$ cat src/rtl/traffic_light_xing.sv
// rtl/traffic_light_xing.sv - two-road traffic light controller with pedestrian shortening
// Optional night flash mode: define TL_NIGHT_FLASH_EN.
module traffic_light_xing #(
  parameter int CNT_W    = 8,
  parameter int GREEN_T  = 60,
  parameter int YELLOW_T = 5,
  parameter int ALLRED_T = 2,
  parameter int PED_T    = 10,
  parameter int FLASH_T  = 4
) (
  input  logic             clk,
  input  logic             rst_n,
  input  logic             ped_req,
  input  logic             night,
  output logic             a_red,
  output logic             a_yellow,
  output logic             a_green,
  output logic             b_red,
  output logic             b_yellow,
  output logic             b_green,
  output logic [CNT_W-1:0] clock,
  output logic [2:0]       phase
);

  typedef enum logic [2:0] {
    A_GRN = 3'd0,
    A_YEL = 3'd1,
    A_CLR = 3'd2,
    B_GRN = 3'd3,
    B_YEL = 3'd4,
    B_CLR = 3'd5,
    FLASH = 3'd6
  } state_t;

  localparam logic [CNT_W-1:0] L_ONE    = CNT_W'(1);
  localparam logic [CNT_W-1:0] L_GREEN  = CNT_W'(GREEN_T);
  localparam logic [CNT_W-1:0] L_YELLOW = CNT_W'(YELLOW_T);
  localparam logic [CNT_W-1:0] L_ALLRED = CNT_W'(ALLRED_T);
  localparam logic [CNT_W-1:0] L_PED    = CNT_W'(PED_T);

  state_t           r_state;
  logic [CNT_W-1:0] r_cnt;
  logic             w_last;
  logic             w_ped_cut;

  // Phase ends on the edge where the counter sits at 1.
  assign w_last    = (r_cnt == L_ONE);
  // A pedestrian only ever shortens a green, never lengthens it.
  assign w_ped_cut = ped_req && (r_cnt > L_PED);

`ifdef TL_NIGHT_FLASH_EN
  localparam logic [CNT_W-1:0] L_FLASH = CNT_W'(FLASH_T);
  logic r_flash_bit;
`else
  logic w_night_unused;
  assign w_night_unused = night;
`endif

  // Phase sequencer: state, countdown and (optionally) flash toggle.
  always_ff @(posedge clk or negedge rst_n) begin
    if (!rst_n) begin
      r_state     <= B_CLR;
      r_cnt       <= L_ALLRED;
`ifdef TL_NIGHT_FLASH_EN
      r_flash_bit <= 1'b0;
`endif
    end else begin
      case (r_state)
        A_GRN: begin
          if (w_last) begin
            r_state <= A_YEL;
            r_cnt   <= L_YELLOW;
          end else if (w_ped_cut) begin
            r_cnt <= L_PED;
          end else begin
            r_cnt <= r_cnt - L_ONE;
          end
        end
        A_YEL: begin
          if (w_last) begin
            r_state <= A_CLR;
            r_cnt   <= L_ALLRED;
          end else begin
            r_cnt <= r_cnt - L_ONE;
          end
        end
        A_CLR: begin
          if (w_last) begin
`ifdef TL_NIGHT_FLASH_EN
            if (night) begin
              r_state     <= FLASH;
              r_cnt       <= L_FLASH;
              r_flash_bit <= 1'b1;
            end else begin
              r_state <= B_GRN;
              r_cnt   <= L_GREEN;
            end
`else
            r_state <= B_GRN;
            r_cnt   <= L_GREEN;
`endif
          end else begin
            r_cnt <= r_cnt - L_ONE;
          end
        end
        B_GRN: begin
          if (w_last) begin
            r_state <= B_YEL;
            r_cnt   <= L_YELLOW;
          end else if (w_ped_cut) begin
            r_cnt <= L_PED;
          end else begin
            r_cnt <= r_cnt - L_ONE;
          end
        end
        B_YEL: begin
          if (w_last) begin
            r_state <= B_CLR;
            r_cnt   <= L_ALLRED;
          end else begin
            r_cnt <= r_cnt - L_ONE;
          end
        end
        B_CLR: begin
          if (w_last) begin
`ifdef TL_NIGHT_FLASH_EN
            if (night) begin
              r_state     <= FLASH;
              r_cnt       <= L_FLASH;
              r_flash_bit <= 1'b1;
            end else begin
              r_state <= A_GRN;
              r_cnt   <= L_GREEN;
            end
`else
            r_state <= A_GRN;
            r_cnt   <= L_GREEN;
`endif
          end else begin
            r_cnt <= r_cnt - L_ONE;
          end
        end
`ifdef TL_NIGHT_FLASH_EN
        FLASH: begin
          if (w_last) begin
            if (night) begin
              r_cnt       <= L_FLASH;
              r_flash_bit <= ~r_flash_bit;
            end else begin
              // Leave through all-red so road A never starts straight from flashing.
              r_state <= B_CLR;
              r_cnt   <= L_ALLRED;
            end
          end else begin
            r_cnt <= r_cnt - L_ONE;
          end
        end
`endif
        default: begin
          r_state <= B_CLR;
          r_cnt   <= L_ALLRED;
        end
      endcase
    end
  end

  // Lamps decode directly from the state register so reset shows at once.
  always_comb begin
    a_red    = 1'b1;
    a_yellow = 1'b0;
    a_green  = 1'b0;
    b_red    = 1'b1;
    b_yellow = 1'b0;
    b_green  = 1'b0;
    case (r_state)
      A_GRN: begin
        a_red   = 1'b0;
        a_green = 1'b1;
      end
      A_YEL: begin
        a_red    = 1'b0;
        a_yellow = 1'b1;
      end
      B_GRN: begin
        b_red   = 1'b0;
        b_green = 1'b1;
      end
      B_YEL: begin
        b_red    = 1'b0;
        b_yellow = 1'b1;
      end
`ifdef TL_NIGHT_FLASH_EN
      FLASH: begin
        a_red    = 1'b0;
        b_red    = 1'b0;
        a_yellow = r_flash_bit;
        b_yellow = r_flash_bit;
      end
`endif
      default: begin
        a_red = 1'b1;
        b_red = 1'b1;
      end
    endcase
  end

  assign clock = r_cnt;
  assign phase = r_state;

endmodule
$ cat config.mk
export PLATFORM = sky130hd
export DESIGN_NAME = traffic_light_xing
export DESIGN_NICKNAME = d
export VERILOG_FILES = /design/src/rtl/traffic_light_xing.sv
export SDC_FILE = /design/constraint.sdc
export NUM_CORES = 1
export LEC_CHECK = 0
export CAP_MARGIN = 40
export CORE_MARGIN = 2
export CORE_UTILIZATION = 50
export CTS_BUF_LIST = sky130_fd_sc_hd__clkbuf_4
export DETAILED_ROUTE_END_ITERATION = 10
export DONT_BUFFER_PORTS = 1
export PLACE_DENSITY_LB_ADDON = 0.25
export SLEW_MARGIN = 20
export SYNTH_ARGS = -nofsm -noshare
export SYNTH_HDL_FRONTEND = slang
export SYNTH_SLANG_ARGS = --single-unit
$ cat constraint.sdc
create_clock -name clk -period 3 [get_ports clk]
set_input_delay 0.3 -clock clk [delete_from_list [all_inputs] [get_ports clk]]
set_output_delay 0.3 -clock clk [all_outputs]
set_load 0.02 [all_outputs]
# Word level (Yosys, flattened, before mapping)
# Cells that the tools add are included.
dict set report classes {
  eq_ne 12
  mux 18
  n_reduce_logical 8
  n_addsub 1
  magnitude_cmp 1
}
# cell n
set op_table {}
lappend op_table {{two-way mux 8 bit} 4}
lappend op_table {{case mux 8 bit (3 select lines)} 1}
lappend op_table {{two-way mux 3 bit} 6}
lappend op_table {{case mux 3 bit (6 select lines)} 1}
lappend op_table {{!= test 2 bit, second input constant} 6}
lappend op_table {{OR reduction 2 bit} 5}
lappend op_table {{== test 8 x 1 -> 1 bit, second input constant} 1}
lappend op_table {{> comparator 8 x 4 -> 1 bit, second input constant} 1}
lappend op_table {{subtractor 8 x 1 -> 8 bit, second input constant} 1}
lappend op_table {{== test 3 x 2 -> 1 bit, second input constant} 2}
lappend op_table {{== test 3 bit, second input constant} 2}
lappend op_table {{two-way mux 1 bit} 6}
lappend op_table {{AND reduction 6 bit} 1}
lappend op_table {{== test 3 x 1 -> 1 bit, second input constant} 1}
lappend op_table {{logical NOT 3 bit} 1}
lappend op_table {{logical AND 1 bit} 1}
dict set report totals {
  ff_bits 11
  output_inout_bits 17
  input_bits 4
  wordCells 42
}

# Longest topological paths before layout
# Gate-level depths: netlist of the first run.
dict set report depth {
  word_depth 5
  depth_mapped 7
  ltp_nobuf 7
}

# Worst setup path after synthesis of the first run
# OpenSTA, ideal clock, no wires.
dict set report synth_timing {
  path_kind {flip-flop to output port}
  from {register r_state[0], in the netlist phase[0]}
  to {output b_red}
  t_required_ps 2700
  path_buffers 1
  stages_incl_launch_ff 5
  t_arrival_ps 1827
  setup_slack_ps 873
  path_cell_list {dfstp_2 clkbuf_1 inv_1 nor3_1 nor2_1}
}
dict set report synth_via {
  elab_chain_cells 3
  elab_cells_between_ends 4
  classes_between {2 x eq/ne; 1 x mux; 1 x reduce/logical}
}
# element line_no
set synth_lines {}
lappend synth_lines {{from (decl)} 41} ;# state_t r_state;
lappend synth_lines {{from (signal assigned)} 62} ;# r_state <= B_CLR;
lappend synth_lines {{from (signal assigned)} 71} ;# r_state <= A_YEL;
lappend synth_lines {{from (signal assigned)} 81} ;# r_state <= A_CLR;
lappend synth_lines {{== test 3 x 2 -> 1 bit / == test 3 bit (equally long branches)} 175} ;# case (r_state)
lappend synth_lines {{OR reduction 2 bit (no source line) *} n/a}
lappend synth_lines {{two-way mux 1 bit *} 175}
lappend synth_lines {{to (decl)} 18} ;# output logic b_red,
# Every way passes the cells marked *; elsewhere a longest branch is shown, timed or not.

# Final worst setup path of the first run
dict set report layout_timing {
  from {register r_state[1], in the netlist phase[1]}
  to {output b_red}
}
# Same word-level chain as after synthesis.

==> impl_metrics.env, run 1 <==
export IMPL_outcome="completed"
export IMPL_ys_seq_area_share_pct=34.9
export IMPL_antenna_found_initial=0
export IMPL_rsz0062_at_grt="false"
export IMPL_static_leakage_power_uw=0.000355
export IMPL_setup_viol=0
export IMPL_min_period_ns=2.40
export IMPL_avgSynthCellArea_sq_um=8.33
export IMPL_period_share_pct=79.9
export IMPL_dieWidth_um=44.0
export IMPL_cts_buffers=3
export IMPL_seqPwrFrac_pct=41.2
export IMPL_synth_xor_area_share_pct=6.57
export IMPL_worstPathRequired_ns=2.70
export IMPL_root_buffer="clkbuf_4"
export IMPL_dp_cells=107
export IMPL_end_kind="primary output"
export IMPL_wl_per_cell_um=15.5
export IMPL_grt_max_degree=19
export IMPL_maxCapViolCount=0
export IMPL_synthDistinctLibCells=39
export IMPL_switchingPower_uw=387
export IMPL_fp_coreArea_sq_um=1510
export IMPL_cts_sinks=11
export IMPL_path_buf_inv=1
export IMPL_hp_class="primary input to flip-flop"
export IMPL_p_sw_share_pct=48.9
export IMPL_insertion_delay_ns=0.27
export IMPL_syn_inst=96
export IMPL_tns_ns=0
export IMPL_synth_largest_area_cell="dfrtp_1"
export IMPL_max_slew_margin_pct=50.5
export IMPL_ios=21
export IMPL_area_growth_synth_to_final_pct=5.48
export IMPL_start_util_pct=53.1
export IMPL_netlist_area_sq_um=800
export IMPL_cp_start_kind="flip-flop"
export IMPL_io_buffers=0
export IMPL_gr_total_overflow=0
export IMPL_ys_warn_count=0
export IMPL_cts_resized=0
export IMPL_skew_ns=0.00384
export IMPL_synthMuxAreaShare_pct=1.25
export IMPL_p_int_uw=404
export IMPL_viasPerCell=6.19
export IMPL_synth_top_area_share_pct=25.0
export IMPL_cts_max_level=1
export IMPL_synth_area_leaders="dfrtp_1 25%, dfstp_2 9.9%, nand2_1 6.1%, ha_1 4.7%, a21oi_1 3.8%"
export IMPL_post_route_util_pct=56.0
export IMPL_synth_fa_ha_area_share_pct=4.69
export IMPL_p_comb_share_pct=44.4
export IMPL_cp_max_fo=12
export IMPL_arrival_ns=2.10
export IMPL_synth_top_family_by_area="simple AND/OR/NAND/NOR gates"
export IMPL_clkPwrFrac_pct=14.5
export IMPL_clk_path_buf_depth=2
export IMPL_vias=699
export IMPL_place_congestion=0.841
export IMPL_powerDensity_nw_per_um2=938
export IMPL_drive_above_1_share_pct=14.4
export IMPL_layout_cells_non_filler=113
export IMPL_cpPeakStageDelay_ns=0.69
export IMPL_drt_iter0_drc=18
export IMPL_num_rows=14
export IMPL_dieArea_sq_um=1930
export IMPL_wirelength_um=1750
export IMPL_fmax_mhz=417
export IMPL_path_clk_slew_ns=0.07
export IMPL_synthSimpleGateAreaFrac_pct=30.0
export IMPL_syn_nets=103
export IMPL_drtAntennaViolNets=0
export IMPL_cts_tree="yes"
export IMPL_synth_seq_cells=11
export IMPL_grt_pass1_wl_um=3000
export IMPL_grt_pass1_vias=648
export IMPL_cp_slowest_cell="dfrtp_1"
export IMPL_antenna_cells=0
export IMPL_synth_compound_area_share_pct=18.2
export IMPL_nets=105
export IMPL_critical_path_class="flip-flop to primary output"
export IMPL_worst_slew_pin_slew_ns=0.736
export IMPL_drc=0
export IMPL_finalHoldViolCount=0
export IMPL_hpwl_um=1250
export IMPL_grt_use_total_pct=22.1
export IMPL_cp_cell_sequence="inv_1, nor3_1, nor2_1"
export IMPL_die_h_um=44.0
export IMPL_slew_violations=0
export IMPL_dr_pass1_iters=4
export IMPL_cpLargestDelayFamily="simple AND/OR/NAND/NOR gates"
export IMPL_ir_drop_uv=579
==> placed cells by master (no fill, tap or decap), types with 2 or more instances in the layout <==
master	synthesis	final
nand2_1	13	13
nor2_1	8	8
dfrtp_1	8	8
a21oi_1	6	6
nor3_1	5	5
inv_1	4	4
nand3_1	4	4
clkbuf_4	0	4
xor2_1	3	3
xnor2_1	3	3
ha_1	3	3
dfstp_2	3	3
nand2_2	2	2
nor3_2	2	2
a21o_1	2	2
o21ai_0	2	2
nand3b_1	2	2
==> state kept, by name (all words and copies together) (netlist names), named ones only <==
name   cells
clock      8
phase      2
==> kinds of logic (layout without fill, tap and decap cells) <==
| group | after synthesis | count (layout) |
|---|---|---|
| AOI/OAI and AO/OA | 20 | 20 |
| xor gates and xnor gates | 6 | 6 |
| adders and majority gates | 3 | 3 |
| buffers and inverters | 9 | 10 |
| DFF | 11 | 11 |
| muxes | 1 | 1 |
| and+or+nand+nor | 46 | 46 |
==> synthesized netlist by cell type (all sizes together) <==
library cell  number
a21o               2
inv                4
nor3b              1
o211ai             1
o21a               1
nand3              4
o22a               1
nor3               7
nor2b              1
xnor2              3
dfstp              3
and3               1
o21ai              2
or2                1
nand2             15
nand3b             2
nand2b             1
and2               1
o2bb2ai            1
or3                1
buf                1
ha                 3
nor4               1
nor2               8
a211o              1
a311oi             1
dfrtp              8
a211oi             1
a21oi              6
a221oi             1
clkbuf             4
mux2i              1
or4                1
o221ai             1
xor2               3
nand4              1
o311ai             1
==> power by group through the flow <==
| stage | registers, uW | clock network (uW) | logic [uW] |
|---|---|---|---|
| floorplan | 295 | 0 | 304 |
| global placement | 327 | 0 | 334 |
| detailed placement | 329 | 0 | 339 |
| CTS | 327 | 115 | 345 |
| global route | 335 | 124 | 397 |
| finish | 326 | 114 | 351 |
==> per-layer routing <==
metal	wire length [um]	up-vias	track usage, %	part of all wire, %
met5	0	-	0	0
met4	29	0	10.9	1.7
met3	74	4	7.50	4.2
met2	822	16	32.4	47
met1	827	338	28.9	47
li1	-	341	-	-
==> stage by stage <==
step | worst slack (ns) | total power (uW) | hold WS, ns | instance area, sq um
5_1_grt | 0.458 | 855 | 0.435 | 843
4_1_cts | 0.602 | 787 | 0.408 | 840
6_report | 0.604 | 791 | 0.408 | 843
3_3_place_gp | 0.922 | 661 | 0.00464 | 800
2_1_floorplan | 0.873 | 599 | 0.00441 | 800
3_5_place_dp | 0.902 | 668 | 0.00470 | 800
==> worst reg2reg max path: cells and delay by family, from the launching register on <==
kind / cells / cell delay (ns)
DFF: 1 / 0.59
and+or+nand+nor: 1 / 0.71
AOI/OAI and AO/OA: 2 / 0.32
buffers and inverters: 1 / 0.19
==> timing repair <==
item / 4_1_cts / 5_1_grt
setup buffers: 0 / 0
hold buffers: 1 / 0
endpoints found under the hold margin: 11 / 0
==> worst paths after layout <==
kind / startpoint / to / slack, ns / cells past startpoint
min reg2reg: phase[0] / phase[0] / 0.62 / 2
min in group asynchronous: rst_n / clock[7] / 0.43 / 1
max reg2reg: phase[1] / clock[5] / 1.07 / 4
min: ped_req / clock[0] / 0.41 / 4
max in group asynchronous: rst_n / phase[0] / 2.20 / 1
max: phase[1] / b_red / 0.60 / 3
==> cell type report <==
type                    instances  area [sq um]
fillers                       151           663
multi-input cells              76           485
inverters                       4          15.0
flip-flops and latches         11           279
repair buffers                  2          13.8
well taps                      16          20.0
clock buffers                   4          30.0
Note: power is estimated with default switching activity, not from simulation.
==> run 2, diff against run 1 <==
clock period = 2.4 ns   (was 3 ns; I/O delays follow)
==> impl_metrics.env, run 2 (synthesis results as in run 1) <==
export IMPL_outcome="completed"
export IMPL_cp_slowest_cell="dfrtp_1"
export IMPL_n_fill_cell=144
export IMPL_static_leakage_power_uw=0.000368
export IMPL_gr_total_overflow=0
export IMPL_grt_pass1_wl_um=2900
export IMPL_ir_drop_uv=627
export IMPL_cts_tree="yes"
export IMPL_skew_ns=0.00473
export IMPL_path_clk_slew_ns=0.07
export IMPL_powerDensity_nw_per_um2=1160
export IMPL_drtAntennaViolNets=0
export IMPL_largest_reg_flops=8
export IMPL_antenna_found_initial=0
export IMPL_grt_pass1_vias=634
export IMPL_drc=0
export IMPL_place_congestion=0.839
export IMPL_hp_class="primary input to flip-flop"
export IMPL_drive_above_1_share_pct=17.2
export IMPL_worst_slew_pin_slew_ns=0.524
export IMPL_fp_coreArea_sq_um=1510
export IMPL_ios=21
export IMPL_max_slew_margin_pct=65.0
export IMPL_cpLargestDelayFamily="flip-flops"
export IMPL_wl_per_cell_um=15.5
export IMPL_startpoint="clock[0]"
export IMPL_cpPeakStageDelay_ns=0.50
export IMPL_nets=107
export IMPL_grt_max_degree=19
export IMPL_placed_cell_area_sq_um=815
export IMPL_clk_path_buf_depth=2
export IMPL_hp_start="ped_req"
export IMPL_wirelength_um=1780
export IMPL_power_uw=994
export IMPL_dieWidth_um=44.0
export IMPL_viasPerCell=6.30
export IMPL_critical_path_class="flip-flop to flip-flop"
export IMPL_timing_hold_ws_ns=0.352
export IMPL_dr_pass1_iters=4
export IMPL_vias=725
export IMPL_cts_setup_buffers=0
export IMPL_cp_cell_sequence="inv_1, ha_1, nor3b_1, xor2_1, nand2_1, o22a_1, o2bb2ai_1"
export IMPL_timing_rr_start="clock[0]"
export IMPL_grt_use_total_pct=21.4
export IMPL_drt_iter0_drc=16
export IMPL_cp_max_fo=5
export IMPL_cts_max_level=1
export IMPL_tns_ns=0
export IMPL_period_share_pct=82.1
export IMPL_antenna_cells=0
export IMPL_cts_buffers=3
export IMPL_cts_sinks=11
export IMPL_finalHoldViolCount=0
export IMPL_cts_resized=0
export IMPL_arrival_ns=2.15
export IMPL_fmax_mhz=508
export IMPL_hpwl_um=1310
export IMPL_maxCapViolCount=0
export IMPL_insertion_delay_ns=0.27
export IMPL_cp_start_kind="flip-flop"
export IMPL_final_common_cell="nand2_1"
export IMPL_dieArea_sq_um=1930
export IMPL_setup_viol=0
export IMPL_path_buf_inv=1
export IMPL_min_period_ns=1.97
export IMPL_worstPathRequired_ns=2.58
export IMPL_area_growth_synth_to_final_pct=7.51
export IMPL_num_rows=14
export IMPL_start_util_pct=53.1
export IMPL_final_cell_mix="13 x nand2_1, 8 x nor2_1, 8 x dfrtp_1, 6 x a21oi_1, 5 x nor3_1"
export IMPL_rsz0062_at_grt="false"
export IMPL_root_buffer="clkbuf_4"
export IMPL_die_h_um=44.0
export IMPL_slew_violations=0
export IMPL_design_area_sq_um=860
export IMPL_end_kind="flip-flop"
export IMPL_io_buffers=0
## run 2: cell count changes in the layout (fill, tap and decap cells not counted)
| cell | previous run | this run |
|---|---|---|
| buf_4 | 0 | 2 |
| clkbuf_1 | 1 | 0 |
| buf_2 | 0 | 1 |
## run 2: path summary, 6_finish.rpt
path,to,slack (ns),depth (start not counted)
setup / recovery,clock[4],0.43,7
hold / removal,clock[0],0.35,4
setup reg to reg,clock[4],0.43,7
hold reg to reg,phase[0],0.62,2
max in group asynchronous,asynchronous set/reset pin,1.65,1
min in group asynchronous,clock[0],0.38,1
## run 2: metrics by stage
step,instances,setup slack [ns],util (%)
6_report,115,0.431,57.1
4_1_cts,114,0.426,56.7
5_1_grt,115,0.305,57.1
3_3_place_gp,109,0.522,54.1
3_5_place_dp,109,0.464,54.1
2_1_floorplan,96,0.333,-
## run 2: timing repair
action / 4_1_cts / 5_1_grt
setup endpoints to repair: 0 / 0
hold buffers: 1 / 0
hold endpoints to repair: 11 / 0
## run 2: layout make-up
type	instances	area, sq um	area share [%]
multi-input cells	76	485	56.5
flip-flops and latches	11	279	32.5
repair buffers	4	30.0	3.49
clock buffers	4	30.0	3.49
well taps	16	20.0	2.33
inverters	4	15.0	1.75
## run 2: routing by layer
layer / global-route usage (%) / vias to the layer above / part of all wire (%)
met5: 0 / - / 0
met4: 9.09 / 0 / 1.0
met3: 7.92 / 2 / 5.6
met2: 33.5 / 22 / 50
met1: 26.2 / 354 / 43
li1: - / 347 / -
## run 2: worst min-delay path: stages
cell and delay [ns]:
nand2_2 0.03, nand2_2 0.12, a221oi_1 0.10, o21a_1 0.10
## run 2: power by group
group	leakage [uW]	switching, uW	internal (uW)
Combinational	0.000215	261	192
Sequential	0.000135	157	249
Clock	0.0000184	60.0	75.7
Total	0.000368	478	516
